===== src/rtl/float_pkg.sv =====
// Shared opcode, rounding/precision and issue-queue FSM definitions for float_alu and its queue.
package float_pkg;
    localparam logic [2:0] OP_ADD = 3'd0;
    localparam logic [2:0] OP_SUB = 3'd1;
    localparam logic [2:0] OP_MUL = 3'd2;
    localparam logic [2:0] OP_DIV = 3'd3;
    localparam logic [2:0] OP_MIN = 3'd4;
    localparam logic [2:0] OP_MAX = 3'd5;

    localparam logic ROUND_NEAREST_EVEN = 1'b0;
    localparam logic ROUND_ZERO         = 1'b1;
    localparam logic MODE_HALF          = 1'b0;
    localparam logic MODE_SINGLE        = 1'b1;

    localparam int DATA_W_DEFAULT = 32;

    // Queue entry: {op_a, op_b, op_code, round_mode, mode_fp}
    function automatic int opq_entry_w(input int data_w);
        return 2 * data_w + 5;
    endfunction

    localparam int OPQ_ENTRY_W = 2 * DATA_W_DEFAULT + 5;

    typedef enum logic [1:0] {
        IDLE  = 2'd0,
        ISSUE = 2'd1,
        WAIT  = 2'd2
    } opq_state_t;
endpackage


===== src/rtl/float_op_queue_if.sv =====
// Producer-side and ALU-side signals of float_op_queue; slave = queue, master = producer/ALU side.
interface float_op_queue_if #(
    parameter int DATA_W = 32,
    parameter int DEPTH  = 4
);
    logic                    in_valid;
    logic                    in_ready;
    logic [DATA_W-1:0]       in_op_a;
    logic [DATA_W-1:0]       in_op_b;
    logic [2:0]              in_op_code;
    logic                    in_round_mode;
    logic                    in_mode_fp;
    logic                    flush;
    logic                    alu_start;
    logic [DATA_W-1:0]       alu_op_a;
    logic [DATA_W-1:0]       alu_op_b;
    logic [2:0]              alu_op_code;
    logic                    alu_round_mode;
    logic                    alu_mode_fp;
    logic                    alu_ready_out;
    logic                    alu_valid_out;
    logic [$clog2(DEPTH):0]  count;
    logic                    busy;

    modport master (
        output in_valid, in_op_a, in_op_b, in_op_code, in_round_mode, in_mode_fp, flush,
               alu_ready_out, alu_valid_out,
        input  in_ready, alu_start, alu_op_a, alu_op_b, alu_op_code, alu_round_mode,
               alu_mode_fp, count, busy
    );

    modport slave (
        input  in_valid, in_op_a, in_op_b, in_op_code, in_round_mode, in_mode_fp, flush,
               alu_ready_out, alu_valid_out,
        output in_ready, alu_start, alu_op_a, alu_op_b, alu_op_code, alu_round_mode,
               alu_mode_fp, count, busy
    );
endinterface


===== src/rtl/float_op_queue_fifo.sv =====
// fifo_sync: synchronous FIFO with flush; head word is visible combinationally for same-edge pop.
module fifo_sync #(
    parameter  int WIDTH = 8,
    parameter  int DEPTH = 4,
    localparam int AW    = $clog2(DEPTH)
) (
    input  logic             clk,
    input  logic             rst,
    input  logic             i_push,
    input  logic             i_pop,
    input  logic             i_flush,
    input  logic [WIDTH-1:0] i_data,
    output logic [WIDTH-1:0] o_data,
    output logic [AW:0]      o_count,
    output logic             o_full,
    output logic             o_empty
);
    logic [WIDTH-1:0] r_mem [DEPTH];
    logic [AW-1:0]    r_wr_ptr;
    logic [AW-1:0]    r_rd_ptr;
    logic [AW:0]      r_count;
    logic             w_push;
    logic             w_pop;

    // Flush wins over both push and pop on the same edge
    assign w_push  = i_push & ~o_full & ~i_flush;
    assign w_pop   = i_pop & ~o_empty & ~i_flush;
    assign o_full  = (r_count == (AW+1)'(DEPTH));
    assign o_empty = (r_count == '0);
    assign o_count = r_count;
    assign o_data  = r_mem[r_rd_ptr];

    always_ff @(posedge clk) begin
        if (w_push) begin
            r_mem[r_wr_ptr] <= i_data;
        end
    end

    always_ff @(posedge clk or posedge rst) begin
        if (rst) begin
            r_wr_ptr <= '0;
            r_rd_ptr <= '0;
            r_count  <= '0;
        end else if (i_flush) begin
            r_wr_ptr <= '0;
            r_rd_ptr <= '0;
            r_count  <= '0;
        end else begin
            if (w_push) r_wr_ptr <= r_wr_ptr + 1'b1;
            if (w_pop)  r_rd_ptr <= r_rd_ptr + 1'b1;
            r_count <= r_count + (AW+1)'(w_push) - (AW+1)'(w_pop);
        end
    end
endmodule


===== src/rtl/float_op_queue.sv =====
// Issue queue in front of float_alu: buffers ops and issues them one at a time via start/valid_out.
// Optional same-edge bypass into an empty idle queue: define FLOAT_OPQ_BYPASS_EN.
module float_op_queue
    import float_pkg::*;
#(
    parameter int DEPTH  = 4,
    parameter int DATA_W = 32
) (
    input  logic              clk,
    input  logic              rst,
    float_op_queue_if.slave   bus
);
    localparam int CW      = $clog2(DEPTH) + 1;
    localparam int ENTRY_W = opq_entry_w(DATA_W);

    opq_state_t          r_state;
    opq_state_t          w_state_next;
    logic [ENTRY_W-1:0]  w_push_data;
    logic [ENTRY_W-1:0]  w_head;
    logic [ENTRY_W-1:0]  w_issue_data;
    logic [CW-1:0]       w_count;
    logic                w_full;
    logic                w_empty;
    logic                w_accept;
    logic                w_bypass;
    logic                w_issue;
    logic                w_push;
    logic                w_pop;
    logic [DATA_W-1:0]   r_op_a;
    logic [DATA_W-1:0]   r_op_b;
    logic [2:0]          r_op_code;
    logic                r_round_mode;
    logic                r_mode_fp;

    assign w_push_data = {bus.in_op_a, bus.in_op_b, bus.in_op_code, bus.in_round_mode, bus.in_mode_fp};
    assign w_accept    = bus.in_valid & ~w_full;

`ifdef FLOAT_OPQ_BYPASS_EN
    assign w_bypass = w_accept & w_empty & (r_state == IDLE) & bus.alu_ready_out & ~bus.flush;
`else
    assign w_bypass = 1'b0;
`endif

    assign w_issue      = (r_state == IDLE) & bus.alu_ready_out & ~bus.flush & (~w_empty | w_bypass);
    assign w_pop        = w_issue & ~w_bypass;
    assign w_push       = w_accept & ~w_bypass;
    assign w_issue_data = w_bypass ? w_push_data : w_head;

    fifo_sync #(
        .WIDTH (ENTRY_W),
        .DEPTH (DEPTH)
    ) u_fifo (
        .clk     (clk),
        .rst     (rst),
        .i_push  (w_push),
        .i_pop   (w_pop),
        .i_flush (bus.flush),
        .i_data  (w_push_data),
        .o_data  (w_head),
        .o_count (w_count),
        .o_full  (w_full),
        .o_empty (w_empty)
    );

    always_ff @(posedge clk or posedge rst) begin
        if (rst) begin
            r_state <= IDLE;
        end else begin
            r_state <= w_state_next;
        end
    end

    always_comb begin
        w_state_next = r_state;
        unique case (r_state)
            IDLE:    if (w_issue) w_state_next = ISSUE;
            ISSUE:   w_state_next = WAIT;
            WAIT:    if (bus.alu_valid_out) w_state_next = IDLE;
            default: w_state_next = IDLE;
        endcase
    end

    // Operands only move on the IDLE->ISSUE edge and stay frozen through WAIT
    always_ff @(posedge clk or posedge rst) begin
        if (rst) begin
            r_op_a       <= '0;
            r_op_b       <= '0;
            r_op_code    <= '0;
            r_round_mode <= 1'b0;
            r_mode_fp    <= 1'b0;
        end else if (w_issue) begin
            {r_op_a, r_op_b, r_op_code, r_round_mode, r_mode_fp} <= w_issue_data;
        end
    end

    always_comb begin
        bus.alu_start      = (r_state == ISSUE);
        bus.busy           = (r_state != IDLE) | ~w_empty;
        bus.in_ready       = ~w_full;
        bus.count          = w_count;
        bus.alu_op_a       = r_op_a;
        bus.alu_op_b       = r_op_b;
        bus.alu_op_code    = r_op_code;
        bus.alu_round_mode = r_round_mode;
        bus.alu_mode_fp    = r_mode_fp;
    end
endmodule


===== src/flat_wrapper.sv =====
// flat-port wrapper written by rule: the top's interface ports become plain ports
module float_op_queue_flat import float_pkg::*;
#(
    parameter int DEPTH  = 4,
    parameter int DATA_W = 32
)
  (clk, rst, bus_in_valid, bus_in_op_a, bus_in_op_b, bus_in_op_code, bus_in_round_mode, bus_in_mode_fp, bus_flush, bus_alu_ready_out, bus_alu_valid_out, bus_in_ready, bus_alu_start, bus_alu_op_a, bus_alu_op_b, bus_alu_op_code, bus_alu_round_mode, bus_alu_mode_fp, bus_count, bus_busy);
  float_op_queue_if #(.DATA_W(DATA_W), .DEPTH(DEPTH)) bus_i ();
  input  logic clk;
  input  logic rst;
  input wire logic [$bits(bus_i.in_valid)-1:0] bus_in_valid;
  input wire logic [$bits(bus_i.in_op_a)-1:0] bus_in_op_a;
  input wire logic [$bits(bus_i.in_op_b)-1:0] bus_in_op_b;
  input wire logic [$bits(bus_i.in_op_code)-1:0] bus_in_op_code;
  input wire logic [$bits(bus_i.in_round_mode)-1:0] bus_in_round_mode;
  input wire logic [$bits(bus_i.in_mode_fp)-1:0] bus_in_mode_fp;
  input wire logic [$bits(bus_i.flush)-1:0] bus_flush;
  input wire logic [$bits(bus_i.alu_ready_out)-1:0] bus_alu_ready_out;
  input wire logic [$bits(bus_i.alu_valid_out)-1:0] bus_alu_valid_out;
  output wire logic [$bits(bus_i.in_ready)-1:0] bus_in_ready;
  output wire logic [$bits(bus_i.alu_start)-1:0] bus_alu_start;
  output wire logic [$bits(bus_i.alu_op_a)-1:0] bus_alu_op_a;
  output wire logic [$bits(bus_i.alu_op_b)-1:0] bus_alu_op_b;
  output wire logic [$bits(bus_i.alu_op_code)-1:0] bus_alu_op_code;
  output wire logic [$bits(bus_i.alu_round_mode)-1:0] bus_alu_round_mode;
  output wire logic [$bits(bus_i.alu_mode_fp)-1:0] bus_alu_mode_fp;
  output wire logic [$bits(bus_i.count)-1:0] bus_count;
  output wire logic [$bits(bus_i.busy)-1:0] bus_busy;
  assign bus_i.in_valid = bus_in_valid;
  assign bus_i.in_op_a = bus_in_op_a;
  assign bus_i.in_op_b = bus_in_op_b;
  assign bus_i.in_op_code = bus_in_op_code;
  assign bus_i.in_round_mode = bus_in_round_mode;
  assign bus_i.in_mode_fp = bus_in_mode_fp;
  assign bus_i.flush = bus_flush;
  assign bus_i.alu_ready_out = bus_alu_ready_out;
  assign bus_i.alu_valid_out = bus_alu_valid_out;
  assign bus_in_ready = bus_i.in_ready;
  assign bus_alu_start = bus_i.alu_start;
  assign bus_alu_op_a = bus_i.alu_op_a;
  assign bus_alu_op_b = bus_i.alu_op_b;
  assign bus_alu_op_code = bus_i.alu_op_code;
  assign bus_alu_round_mode = bus_i.alu_round_mode;
  assign bus_alu_mode_fp = bus_i.alu_mode_fp;
  assign bus_count = bus_i.count;
  assign bus_busy = bus_i.busy;
  float_op_queue #(.DEPTH(DEPTH), .DATA_W(DATA_W)) u_core (.clk(clk), .rst(rst), .bus(bus_i));
endmodule

===== config.mk =====
export PLATFORM = sky130hd
export DESIGN_NAME = float_op_queue_flat
export DESIGN_NICKNAME = d
export VERILOG_FILES = /design/src/rtl/float_pkg.sv /design/src/rtl/float_op_queue_if.sv /design/src/rtl/float_op_queue_fifo.sv /design/src/rtl/float_op_queue.sv /design/src/flat_wrapper.sv
export SDC_FILE = /design/constraint.sdc
export NUM_CORES = 1
export LEC_CHECK = 0
export BUFFER_PORTS_ARGS = -buffer_cell sky130_fd_sc_hd__buf_2
export CAP_MARGIN = 20
export CORE_MARGIN = 2
export CORE_UTILIZATION = 62
export DETAILED_ROUTE_END_ITERATION = 7
export PLACE_DENSITY = 0.84
export SLEW_MARGIN = 20
export SYNTH_ARGS = -nofsm -noshare
export SYNTH_HDL_FRONTEND = slang
export SYNTH_SLANG_ARGS = --single-unit

===== constraint.sdc =====
create_clock -name clk -period 4.35 [get_ports clk]
set_input_delay 0.87 -clock clk [delete_from_list [all_inputs] [get_ports clk]]
set_output_delay 0.87 -clock clk [all_outputs]
set_load 0.02 [all_outputs]

## Word-level counts from Yosys, hierarchy flattened

Memory sizes are Yosys's and may differ from the RTL's. A register that Yosys moved wholly into a read port is not among the register bits.
Cells that the tools add are included.
Widths: inputs -> output; s select.

- RAM bits: 276
- Output and inout port bits: 75
- Register bits: 9
- Bits of input ports: 75
- Memories: 1

Memory list:

| name | words | bits a word | read ports | clocked after Yosys merged registers in | write ports | line | source |
|---|---|---|---|---|---|---|---|
| u_core.u_fifo.r_mem | 4 | 69 | 1 | 1 | 1 | float_op_queue_fifo.sv:18 | `logic [WIDTH-1:0] r_mem [DEPTH];` |

- Bitwise logic cells: 12
- Equal/unequal tests: 5
- Reduce and logical (&&, ||, !) cells: 6
- Add/sub/neg operators: 4
- Muxes and demuxes: 10

Operators with widths:

| cell | number |
|---|---|
| $mux 2 | 6 |
| $and 1x1->1 | 8 |
| $pmux 2 s3 | 1 |
| $reduce_bool 2->1 | 3 |
| $add 2x1->2 const B | 2 |
| $ne 2x2->1 const B | 2 |
| $add 3x1->3 | 1 |
| $eq 3x3->1 const B | 1 |
| $logic_not 3->1 | 1 |
| $mux 3 | 1 |
| $not 1->1 | 3 |
| $sub 3x1->3 | 1 |
| $eq 2x1->1 const B | 1 |
| $eq 2x2->1 const B | 1 |
| $logic_not 2->1 | 1 |
| $mux 1 | 2 |
| $reduce_and 2->1 | 1 |
| $or 1x1->1 | 1 |

## Logic depth before layout (Yosys ltp)

Gate-level depths: netlist of run 1.

- Depth after elaboration: 8
- Mapped depth: 12
- Mapped depth without buffers: 10

## Cells and area by module

Synthesis of run 1 repeated with hierarchy kept, for this count alone.

- Cells, all modules: 568
- Area, all modules: 13543.0 µm²

Modules (own cells, without submodules):

| module | cells an instance | sequential area each (µm²) | times used | area an instance (µm²) |
|---|---|---|---|---|
| fifo_sync | 409 | 8463.1 | 1 | 10502.6 |
| float_op_queue | 159 | 1776.7 | 1 | 3040.4 |

## Worst setup path before layout of run 1

Ideal clock, no wire load.

- Kind: input to register
- From: input bus_flush
- To: memory u_core.u_fifo.r_mem[0][0] (netlist name), enable pin
- Buffers on the path: 1
- Data arrival time: 2967 ps
- Library setup time: 435 ps
- Setup slack: 949 ps
- Stages: 3
- Cells stage by stage: buf_6 > nor3_1 > and2_1

- Cells in the longest elaborated chain, start to end: 4

RTL lines:

| element | line | source |
|---|---|---|
| start: declaration | flat_wrapper.sv:17 | `input wire logic [$bits(bus_i.flush)-1:0] bus_flush;` |
| $not 1->1 | float_op_queue_fifo.sv:26 | `assign w_push = i_push & ~o_full & ~i_flush;` |
| $and 1x1->1 | float_op_queue_fifo.sv:26 |  |
| $mux 1 | float_op_queue_fifo.sv:34 | `if (w_push) begin` |
| $mux 1 (not written as such) | float_op_queue_fifo.sv:35 | `r_mem[r_wr_ptr] <= i_data;` |
| end: declaration | float_op_queue_fifo.sv:18 |  |

Every way passes these cells.

## Worst setup path after layout of run 1

- From: register u_core.u_fifo.r_count[1], in the netlist u_core.u_fifo.o_count[1]
- To: output bus_busy

- Cells in the longest elaborated chain, start to end: 3

RTL lines:

| element | line | source |
|---|---|---|
| start: declaration | float_op_queue_fifo.sv:21 | `logic [AW:0] r_count;` |
| start signal: assignment | float_op_queue_fifo.sv:51 | `r_count <= r_count + (AW+1)'(w_push) - (AW+1)'(w_pop);` |
| $logic_not 3->1 | float_op_queue_fifo.sv:29 | `assign o_empty = (r_count == '0);` |
| $not 1->1 | float_op_queue.sv:98 | `bus.busy = (r_state != IDLE) \| ~w_empty;` |
| $or 1x1->1 | float_op_queue.sv:98 |  |
| end: declaration | flat_wrapper.sv:28 | `output wire logic [$bits(bus_i.busy)-1:0] bus_busy;` |

Every way passes these cells.

==> results.cfg, run 1 <==
[synthesis]
yosysWarnings = 0
yosysUniqueCellTypes = 27
synth_area_leaders = edfxtp_1 63%, dfrtp_1 15%, mux4_2 12%
synth-simple-area-share = 0.01105
synth-seq-cells = 354
syn_nets = 645
netlist_area_mm2 = 0.01313
synthAdderAreaFrac = 0.007243
netlist_instances = 563
synth-edff-count = 276
synth_top_family_by_area = multiplexers
avgSynthCellArea_um2 = 23.32
yosysSeqAreaShare = 0.7799
synth_compound_area_frac = 0.001525
synth_flop_cell = edfxtp_1
async_flop_share = 0.2203
synthXorXnorAreaFrac = 0.001334
synth_top_area_frac = 0.6313
synth.area.mux_share = 0.1794
yosysMostFrequentCell = edfxtp_1
synth.cells.most_frequent = 276 x edfxtp_1, 78 x dfrtp_1, 69 x mux2_2, 68 x mux4_2, 16 x buf_6
synth_area_leader_cell = edfxtp_1

[power_and_ir_drop]
p_switching_mw = 2.599
p_int_mw = 6.827
power_frac_seq = 0.472
p_total_mw = 9.426
ir_drop_uv = 383.9
p_leak_nw = 5.466
powerDensity_mw_per_mm2 = 621.6
p_clk_frac = 0.306
power_switching_share = 0.2757
combPwrFrac = 0.222

[run_status]
run_status = complete, no violations

[placement]
dp_hpwl_mm = 14.12
dpl_cell_area_mm2 = 0.01405
portBuffers = 149
gp_congestion = 0.7645

[floorplanning]
fp.coreArea_mm2 = 0.02089
dieArea_mm2 = 0.02236
row_count = 53
die_width_um = 149.5
initial_core_util = 0.6285
die_h_um = 149.5
io_pins = 150

[min_path]
hold_path_class = input port to asynchronous set/reset pin

[global_route]
grt_util_all_layers = 0.2400
grt_max_degree = 72
antenna_found_initial = 3
grt_overflow = 0
grt_pass1_vias = 6536
grt_pass1_wl_mm = 39.01

[timing]
rsz0062_at_grt = false
finClkSkew_ps = 8.558
fmax_mhz = 384.3
setup_viol = 0
max_slew_margin = 0.2876
fin_crit_sh = 0.5982
finalCriticalPeriod_ps = 2602
finalMaxSlewViolations = 0
finalSetupTns_ps = 0
hold_violations = 0
worst_pin_slew_ps = 1069

[detailed_routing]
final_antenna_net_count = 0
dr_total_vias = 6097
drt-total-wl_mm = 25.78
route.detailed.drc = 0
vias_per_cell = 5.925
drt-initial-drc-count = 426
wire_per_inst_um = 25.06
dr.pass1.iters = 4

[cts]
clock_sinks = 354
h-tree-depth = 2
post-cts-setup-buffers = 0
worst_setup_hold_path_clk_slew_ps = 60
clk_latency_ps = 500
tritoncts = done
hold_buffers = 0
numCtsBuffers = 34
cts_resized = 0
clockBufferDepth = 3
clockRootBuffer = clkbuf_16

[worst_setup_path]
cp_slowest_cell = dfrtp_1
end_kind = primary output
start_kind = flop
cpPeakStageDelay_ps = 450
r2r-start = u_core.u_fifo.o_count[2]$_DFF_PP0_
worstPathMaxFanout = 5
rr_endpoint = u_core.u_fifo.r_mem[0][6]$_DFFE_PP_
critical-path-top-delay-family = simple AND/OR/NAND/NOR gates
crit_chain = or3_4 > nand2b_1 > buf_2
critical_path_cell_count = 3
critPathArrivalTime_ps = 1730
rr_worst_depth = 3
cp_num_buf_inv = 1
criticalPathCategory = flop to primary output
cp.required_ps = 3480
r2r_slack_ps = 1910

[finish]
final_util = 0.7259
drive_above_1_share = 0.4627
post-route-cell-area_mm2 = 0.01516
fin_nets = 809
area_delta_synth_final_pct = 15.50
filler_cell_count = 1163

[job]
max_cap_viol_count = 0
==> final cells by class <==
type,instances,area [um^2],area share
multi-input combinational,175,2643,0.1743
clock buffer,44,949.7,0.06263
tap,275,344.1,0.02269
inverter,10,40.04,0.002640
timing repair buffer,152,780.7,0.05149
antenna,4,10.01,0.0006601
clock inverter,15,148.9,0.009819
sequential,354,10250,0.6758
==> sequential cells by signal, indices dropped and copies added (netlist names), 2 cells and up <==
register	flops
u_core.bus.alu_op_b	32
u_core.u_fifo.r_wr_ptr	2
u_core.u_fifo.r_rd_ptr	2
u_core.bus.alu_op_a	32
u_core.u_fifo.o_count	3
u_core.u_fifo.r_mem	276
u_core.bus.alu_op_code	3
u_core.r_state	2
==> cells by family after synthesis <==
family | Yosys count
flops | 354
xor+xnor | 2
mux | 140
buf+inv | 34
fa+ha+maj | 7
compound gates | 4
simple gates | 22
==> cells in the final DEF (no fill, tap or decap), types with 2 or more instances in the layout <==
cell type / instances
clkinv_2: 4
nor2_1: 3
buf_4: 2
clkbuf_16: 35
nor3b_1: 2
mux2i_1: 2
dfrtp_4: 2
mux2_2: 69
and2_4: 4
clkinv_1: 6
o21ai_0: 2
buf_2: 149
clkbuf_1: 5
dfrtp_1: 76
nand3_1: 2
ha_1: 6
clkbuf_8: 4
edfxtp_1: 276
nor2b_1: 3
nand2b_1: 3
inv_1: 9
diode_2: 4
bufinv_16: 3
a21oi_1: 2
mux4_2: 68
==> power groups by stage <==
| stage | registers (mW) | logic (mW) | clock network [mW] |
|---|---|---|---|
| 6_report | 4.45 | 2.09 | 2.89 |
| 5_1_grt | 4.51 | 2.22 | 3.05 |
| 4_1_cts | 4.46 | 2.12 | 2.93 |
| 3_5_place_dp | 4.50 | 2.08 | 0 |
| 3_3_place_gp | 4.46 | 2.02 | 0 |
| 2_1_floorplan | 4.80 | 1.15 | 0 |
==> worst register-to-register path: stages (launching register included) <==
cell and delay, ps:
dfrtp_1 420, nor3b_1 190, nor3_1 450, and2_4 920
==> metrics by stage <==
step           hold slack (ps)  setup slack, ps  instances
5_1_grt                  494.8             1650       1027
3_3_place_gp             483.9             1586        966
6_report                 437.9             1748       1029
3_5_place_dp             486.6             1434        966
4_1_cts                  465.0             1727       1025
2_1_floorplan            553.6            948.5        563
==> routing by layer <==
metal  track usage  part of all wire  wire length [um]
met1        0.3095              0.37              9667
met2        0.4112              0.54             13860
met3       0.05701             0.063              1613
met4       0.07381             0.025               641
met5             0                 0                 0
==> worst max-delay path by stage <==
stage / slack, ps / startpoint / endpoint
6_report: 1750 / u_core.u_fifo.o_count[1]$_DFF_PP0_ / bus_busy
5_1_grt: 1650 / u_core.u_fifo.o_count[1]$_DFF_PP0_ / bus_in_ready
4_1_cts: 1730 / u_core.u_fifo.o_count[1]$_DFF_PP0_ / bus_busy
3_5_place_dp: 1430 / bus_flush / u_core.u_fifo.r_mem[0][63]$_DFFE_PP_
3_3_place_gp: 1590 / bus_flush / u_core.u_fifo.r_mem[0][56]$_DFFE_PP_
2_1_floorplan: 950 / bus_flush / u_core.u_fifo.r_mem[0][0]$_DFFE_PP_
No activity file was read; power rests on OpenSTA's default activity.
==> run 2, diff against run 1 <==
--- a/config.mk
+++ b/config.mk
@@ -8,9 +8,9 @@
 export BUFFER_PORTS_ARGS = -buffer_cell sky130_fd_sc_hd__buf_2
 export CAP_MARGIN = 20
 export CORE_MARGIN = 2
-export CORE_UTILIZATION = 62
+export CORE_UTILIZATION = 52
 export DETAILED_ROUTE_END_ITERATION = 7
-export PLACE_DENSITY = 0.84
+export PLACE_DENSITY = 0.75
 export SLEW_MARGIN = 20
 export SYNTH_ARGS = -nofsm -noshare
 export SYNTH_HDL_FRONTEND = slang
==> constraint.sdc (replaced) <==
create_clock -name clk -period 2.1 [get_ports clk]
set_input_delay 0.42 -clock clk [delete_from_list [all_inputs] [get_ports clk]]
set_output_delay 0.42 -clock clk [all_outputs]
set_load 0.02 [all_outputs]
==> results.cfg, run 2 (synthesized netlist as in run 1, its figures left out) <==
[power_and_ir_drop]
p_int_mw = 14.51
p_switching_mw = 5.360
combPwrFrac = 0.236
powerDensity_mw_per_mm2 = 1266
power_switching_share = 0.2697
p_clk_frac = 0.309
power_frac_seq = 0.455
ir_drop_uv = 980.7
p_leak_nw = 5.678

[global_route]
grt_util_all_layers = 0.1863
grt_pass1_wl_mm = 37.10
grt_max_degree = 79
antenna_found_initial = 4
grt_overflow = 0
grt_pass1_vias = 6707

[detailed_routing]
wire_per_inst_um = 21.55
final_antenna_net_count = 0
drt-initial-drc-count = 449
route.detailed.drc = 0
vias_per_cell = 5.484
drt-total-wl_mm = 23.95
dr.pass1.iters = 4
dr_total_vias = 6093

[timing]
finalCriticalPeriod_ps = 2041
fmax_mhz = 489.9
rsz0062_at_grt = true
finClkSkew_ps = 10.56
finalSetupTns_ps = 0
setup_viol = 0
fin_crit_sh = 0.9721
max_slew_margin = 0.6427
worst_pin_slew_ps = 535.9
finalMaxSlewViolations = 0
hold_violations = 0

[placement]
gp_congestion = 0.7474
dpl_cell_area_mm2 = 0.01446
placedCellCount = 1040
portBuffers = 149
dp_hpwl_mm = 14.32

[cts]
clk_latency_ps = 500
hold_buffers = 0
tritoncts = done
clock_sinks = 354
worst_setup_hold_path_clk_slew_ps = 60
clockBufferDepth = 3
numCtsBuffers = 36
clockRootBuffer = clkbuf_16
h-tree-depth = 2

[worst_setup_path]
critical-path-top-delay-family = simple AND/OR/NAND/NOR gates
critPathArrivalTime_ps = 1620
end_kind = primary output
cp_num_buf_inv = 1
criticalPathCategory = flop to primary output
cp_slowest_cell = dfrtp_2
cpPeakStageDelay_ps = 430
worstPathMaxFanout = 4
start_kind = flop
crit_chain = or3_4 > nand2b_4 > buf_6
cp.required_ps = 1680

[finish]
filler_cell_count = 1754
largest_reg_flops = 276
fin_cells = 1111
area_delta_synth_final_pct = 19.57
layout_commonest_cell = edfxtp_1
drive_above_1_share = 0.5039
post-route-cell-area_mm2 = 0.01570
layout_common_cells = 276 x edfxtp_1, 148 x buf_2, 73 x dfrtp_1
fin_nets = 835
largest-register = u_core.u_fifo.r_mem

[run_status]
run_status = complete, no violations

[floorplanning]
fp.coreArea_mm2 = 0.02496
die_h_um = 162.9
io_pins = 150
initial_core_util = 0.5259
die_width_um = 162.9
dieArea_mm2 = 0.02653
row_count = 58

[min_path]
hold_path_class = input port to asynchronous set/reset pin

[job]
max_cap_viol_count = 0
## run 2: worst reg2reg max path, stage by stage (launching register included)
cell and delay (ps):
dfrtp_2 430, or3_4 400, nand3_4 80, inv_2 40, ha_4 200, inv_2 60
ha_4 120, inv_2 30, fa_2 350, xnor2_2 140, nor2_1 100
## run 2: per-stage QoR
step | util | setup WS (ps) | power [mW] | hold WS, ps
after CTS | 0.6270 | -2.002 | 20.10 | 64.53
final | 0.6288 | 58.66 | 19.87 | 62.23
after global routing | 0.6285 | -12.68 | 20.78 | 88.50
after global placement | 0.5793 | 72.76 | 13.67 | 482.9
after detailed placement | 0.5793 | -25.24 | 13.86 | 488.3
after floorplan | - | -158.1 | 12.34 | 518.9
## run 2: power groups by stage
stage | sequential [mW] | combinational [mW] | clock [mW]
4_1_cts | 9.07 | 4.74 | 6.29
3_3_place_gp | 9.12 | 4.55 | 0
2_1_floorplan | 9.93 | 2.41 | 0
3_5_place_dp | 9.19 | 4.66 | 0
5_1_grt | 9.15 | 5.05 | 6.58
6_report | 9.05 | 4.69 | 6.13
## run 2: final timing paths
check                                                   start  slack, ps  cells past startpoint                                    end
setup / recovery           u_core.u_fifo.o_count[0]$_DFF_PP0_         60                      3                               bus_busy
min in group clk                              bus_in_op_b[19]        130                      1   u_core.u_fifo.r_mem[3][24]$_DFFE_PP_
hold / removal                                            rst         60                      3    u_core.bus.alu_op_b[15]$_DFFE_PP0P_
hold reg to reg            u_core.bus.alu_op_a[9]$_DFFE_PP0P_        500                      1     u_core.bus.alu_op_a[9]$_DFFE_PP0P_
max in group asynchronous                                 rst       1620                      3  u_core.u_fifo.r_rd_ptr[1]$_DFFE_PP0P_
setup reg to reg           u_core.u_fifo.o_count[0]$_DFF_PP0_         70                     10     u_core.u_fifo.o_count[2]$_DFF_PP0_
## run 2: final cells by class
class	instances	area, um^2	area share
antenna	3	7.507	0.0004782
clock buffer	50	1045	0.06655
clock inverter	13	112.6	0.007174
inverter	10	41.29	0.002630
multi-input combinational	175	2698	0.1718
sequential	354	10250	0.6530
tap	330	412.9	0.02630
timing repair buffer	176	1130	0.07197
## run 2: timing repair
action | in CTS | in global routing
setup endpoints to repair | 2 | 3
pin swaps | 4 | 2
resized for setup | 4 | 3
setup buffers | 2 | 3
## run 2: per-layer routing
layer | GRT usage | share of wire | vias up
met4 | 0.03902 | 0.010 | 6
met2 | 0.3157 | 0.51 | 162
li1 | - | - | 2660
met3 | 0.04762 | 0.059 | 25
met1 | 0.2478 | 0.42 | 3240
met5 | 0 | 0.0014 | -
==> run 3, diff against run 2 <==
--- a/config.mk
+++ b/config.mk
@@ -7,6 +7,7 @@
 export LEC_CHECK = 0
 export BUFFER_PORTS_ARGS = -buffer_cell sky130_fd_sc_hd__buf_2
 export CAP_MARGIN = 20
+export CORE_ASPECT_RATIO = 1.2
 export CORE_MARGIN = 2
 export CORE_UTILIZATION = 52
 export DETAILED_ROUTE_END_ITERATION = 7
==> results.cfg, run 3 (synthesized netlist as in run 1, its figures left out) <==
[finish]
final_util = 0.6328
largest_reg_flops = 276
layout_commonest_cell = edfxtp_1
largest-register = u_core.u_fifo.r_mem
fin_nets = 835
area_delta_synth_final_pct = 19.30
fin_cells = 1104
layout_common_cells = 276 x edfxtp_1, 148 x buf_2, 73 x dfrtp_1
num_antenna_cells = 0
drive_above_1_share = 0.4929

[worst_setup_path]
cp_num_buf_inv = 1
r2r_slack_ps = 60
critPathArrivalTime_ps = 1650
start_kind = flop
end_kind = primary output
worstPathMaxFanout = 3
cp_slowest_cell = dfrtp_2
cpPeakStageDelay_ps = 430
criticalPathCategory = flop to primary output
critical-path-top-delay-family = simple AND/OR/NAND/NOR gates
cp.required_ps = 1680
crit_chain = or3_4 > nand2b_1 > buf_6

[job]
max_cap_viol_count = 0

[detailed_routing]
dr.pass1.iters = 4
vias_per_cell = 5.496
final_antenna_net_count = 0
wire_per_inst_um = 22.05
drt-total-wl_mm = 24.34
drt-initial-drc-count = 401
route.detailed.drc = 0
dr_total_vias = 6068

[floorplanning]
io_pins = 150
initial_core_util = 0.5304
dieArea_mm2 = 0.02654
die_width_um = 149.1
die_h_um = 178.1
fp.coreArea_mm2 = 0.02475
row_count = 63

[cts]
worst_setup_hold_path_clk_slew_ps = 60
h-tree-depth = 2
clockRootBuffer = clkbuf_16
clock_sinks = 354
clockBufferDepth = 3
numCtsBuffers = 35
tritoncts = done
clk_latency_ps = 490

[global_route]
antenna_found_initial = 4
met3_usage = 0.04552
grt_pass1_wl_mm = 37.20
grt-busiest-layer = met2
grt_util_all_layers = 0.1875
grt.met2_usage = 0.3314
grt_pass1_vias = 6771
met1_usage = 0.2301
grt_overflow = 0
grt_max_degree = 72

[run_status]
run_status = complete, no violations

[power_and_ir_drop]
p_clk_frac = 0.300
power_switching_share = 0.2714
powerDensity_mw_per_mm2 = 1260
p_int_mw = 14.37
ir_drop_uv = 756.2
power_frac_seq = 0.460
p_leak_nw = 5.645
combPwrFrac = 0.240
p_switching_mw = 5.356

[timing]
finalMaxSlewViolations = 0
setup_viol = 0
hold_violations = 0
worst_pin_slew_ps = 486.0
max_slew_margin = 0.6760
fin_crit_sh = 0.9855
finClkSkew_ps = 9.640
finalSetupTns_ps = 0
finalCriticalPeriod_ps = 2070
fmax_mhz = 483.2
rsz0062_at_grt = true
whs_ps = 138.2

[placement]
dp_hpwl_mm = 14.71
portBuffers = 149
gp_congestion = 0.7154
placedCellCount = 1034

[min_path]
hold_path_class = input port to flop
==> run 3: cell types whose count changed in the layout (fill, tap and decap cells not counted), sizes merged <==
cell         change
bufinv           -1
clkbuf           +5
diode            -3
clkinv           -4
dlygate4sd3      +1
==> run 3: power groups by stage <==
stage | registers [mW] | logic (mW) | clock network, mW
2_1_floorplan | 9.93 | 2.41 | 0
3_3_place_gp | 9.14 | 4.56 | 0
3_5_place_dp | 9.22 | 4.68 | 0
4_1_cts | 9.08 | 4.70 | 6.05
5_1_grt | 9.18 | 5.08 | 6.32
6_report | 9.07 | 4.73 | 5.93
==> run 3: routing by layer <==
metal,part of all wire,vias to the layer above
li1,-,2658
met1,0.39,3197
met2,0.53,163
met3,0.057,44
met4,0.022,6
met5,0.0013,-
==> run 3: through the flow <==
stage	power, mW	setup slack [ps]	instance area [um^2]
global placement	13.70	79.96	14460
global route	20.59	-41.41	15660
finish	19.73	30.35	15660
CTS	19.83	0.1356	15590
floorplan	12.34	-158.1	13170
detailed placement	13.89	-34.68	14460
==> run 3: worst paths after layout <==
path,start,cells after the start,end
worst max-delay path,u_core.u_fifo.o_count[2]$_DFF_PP0_,3,bus_busy
worst min-delay path,bus_in_op_b[1],1,u_core.u_fifo.r_mem[2][6]$_DFFE_PP_
worst max register to register,u_core.u_fifo.o_count[2]$_DFF_PP0_,10,u_core.u_fifo.o_count[2]$_DFF_PP0_
worst min register to register,u_core.bus.alu_op_b[30]$_DFFE_PP0P_,1,u_core.bus.alu_op_b[30]$_DFFE_PP0P_
max in group asynchronous,rst,4,u_core.u_fifo.r_rd_ptr[0]$_DFFE_PP0P_
min in group asynchronous,rst,3,u_core.bus.alu_op_a[28]$_DFFE_PP0P_
==> run 3: repair_timing <==
item                                    4_1_cts  5_1_grt
gates resized for setup                       0        7
pin swaps                                     0        3
endpoints found under the setup margin        2        4
hold endpoints to repair                     14        0
hold buffers                                  1        0
setup buffers                                 1        5
==> run 3: final cells by class <==
cell class	instances	area, um^2
Clock inverter	8	61.31
Fill cell	1679	9089
Tap cell	325	406.6
Timing Repair Buffer	177	1152
Multi-Input combinational cell	175	2696
Sequential cell	354	10250
Clock buffer	55	1054
Inverter	10	41.29
==> run 3: worst reg2reg max path, cell delays in order, from the launching register on <==
cell and delay, ps:
dfrtp_2 430, or3_4 410, nand3_4 80, inv_2 50, ha_4 200, inv_2 60
ha_4 120, inv_2 30, fa_2 350, xnor2_2 150, nor2_1 60
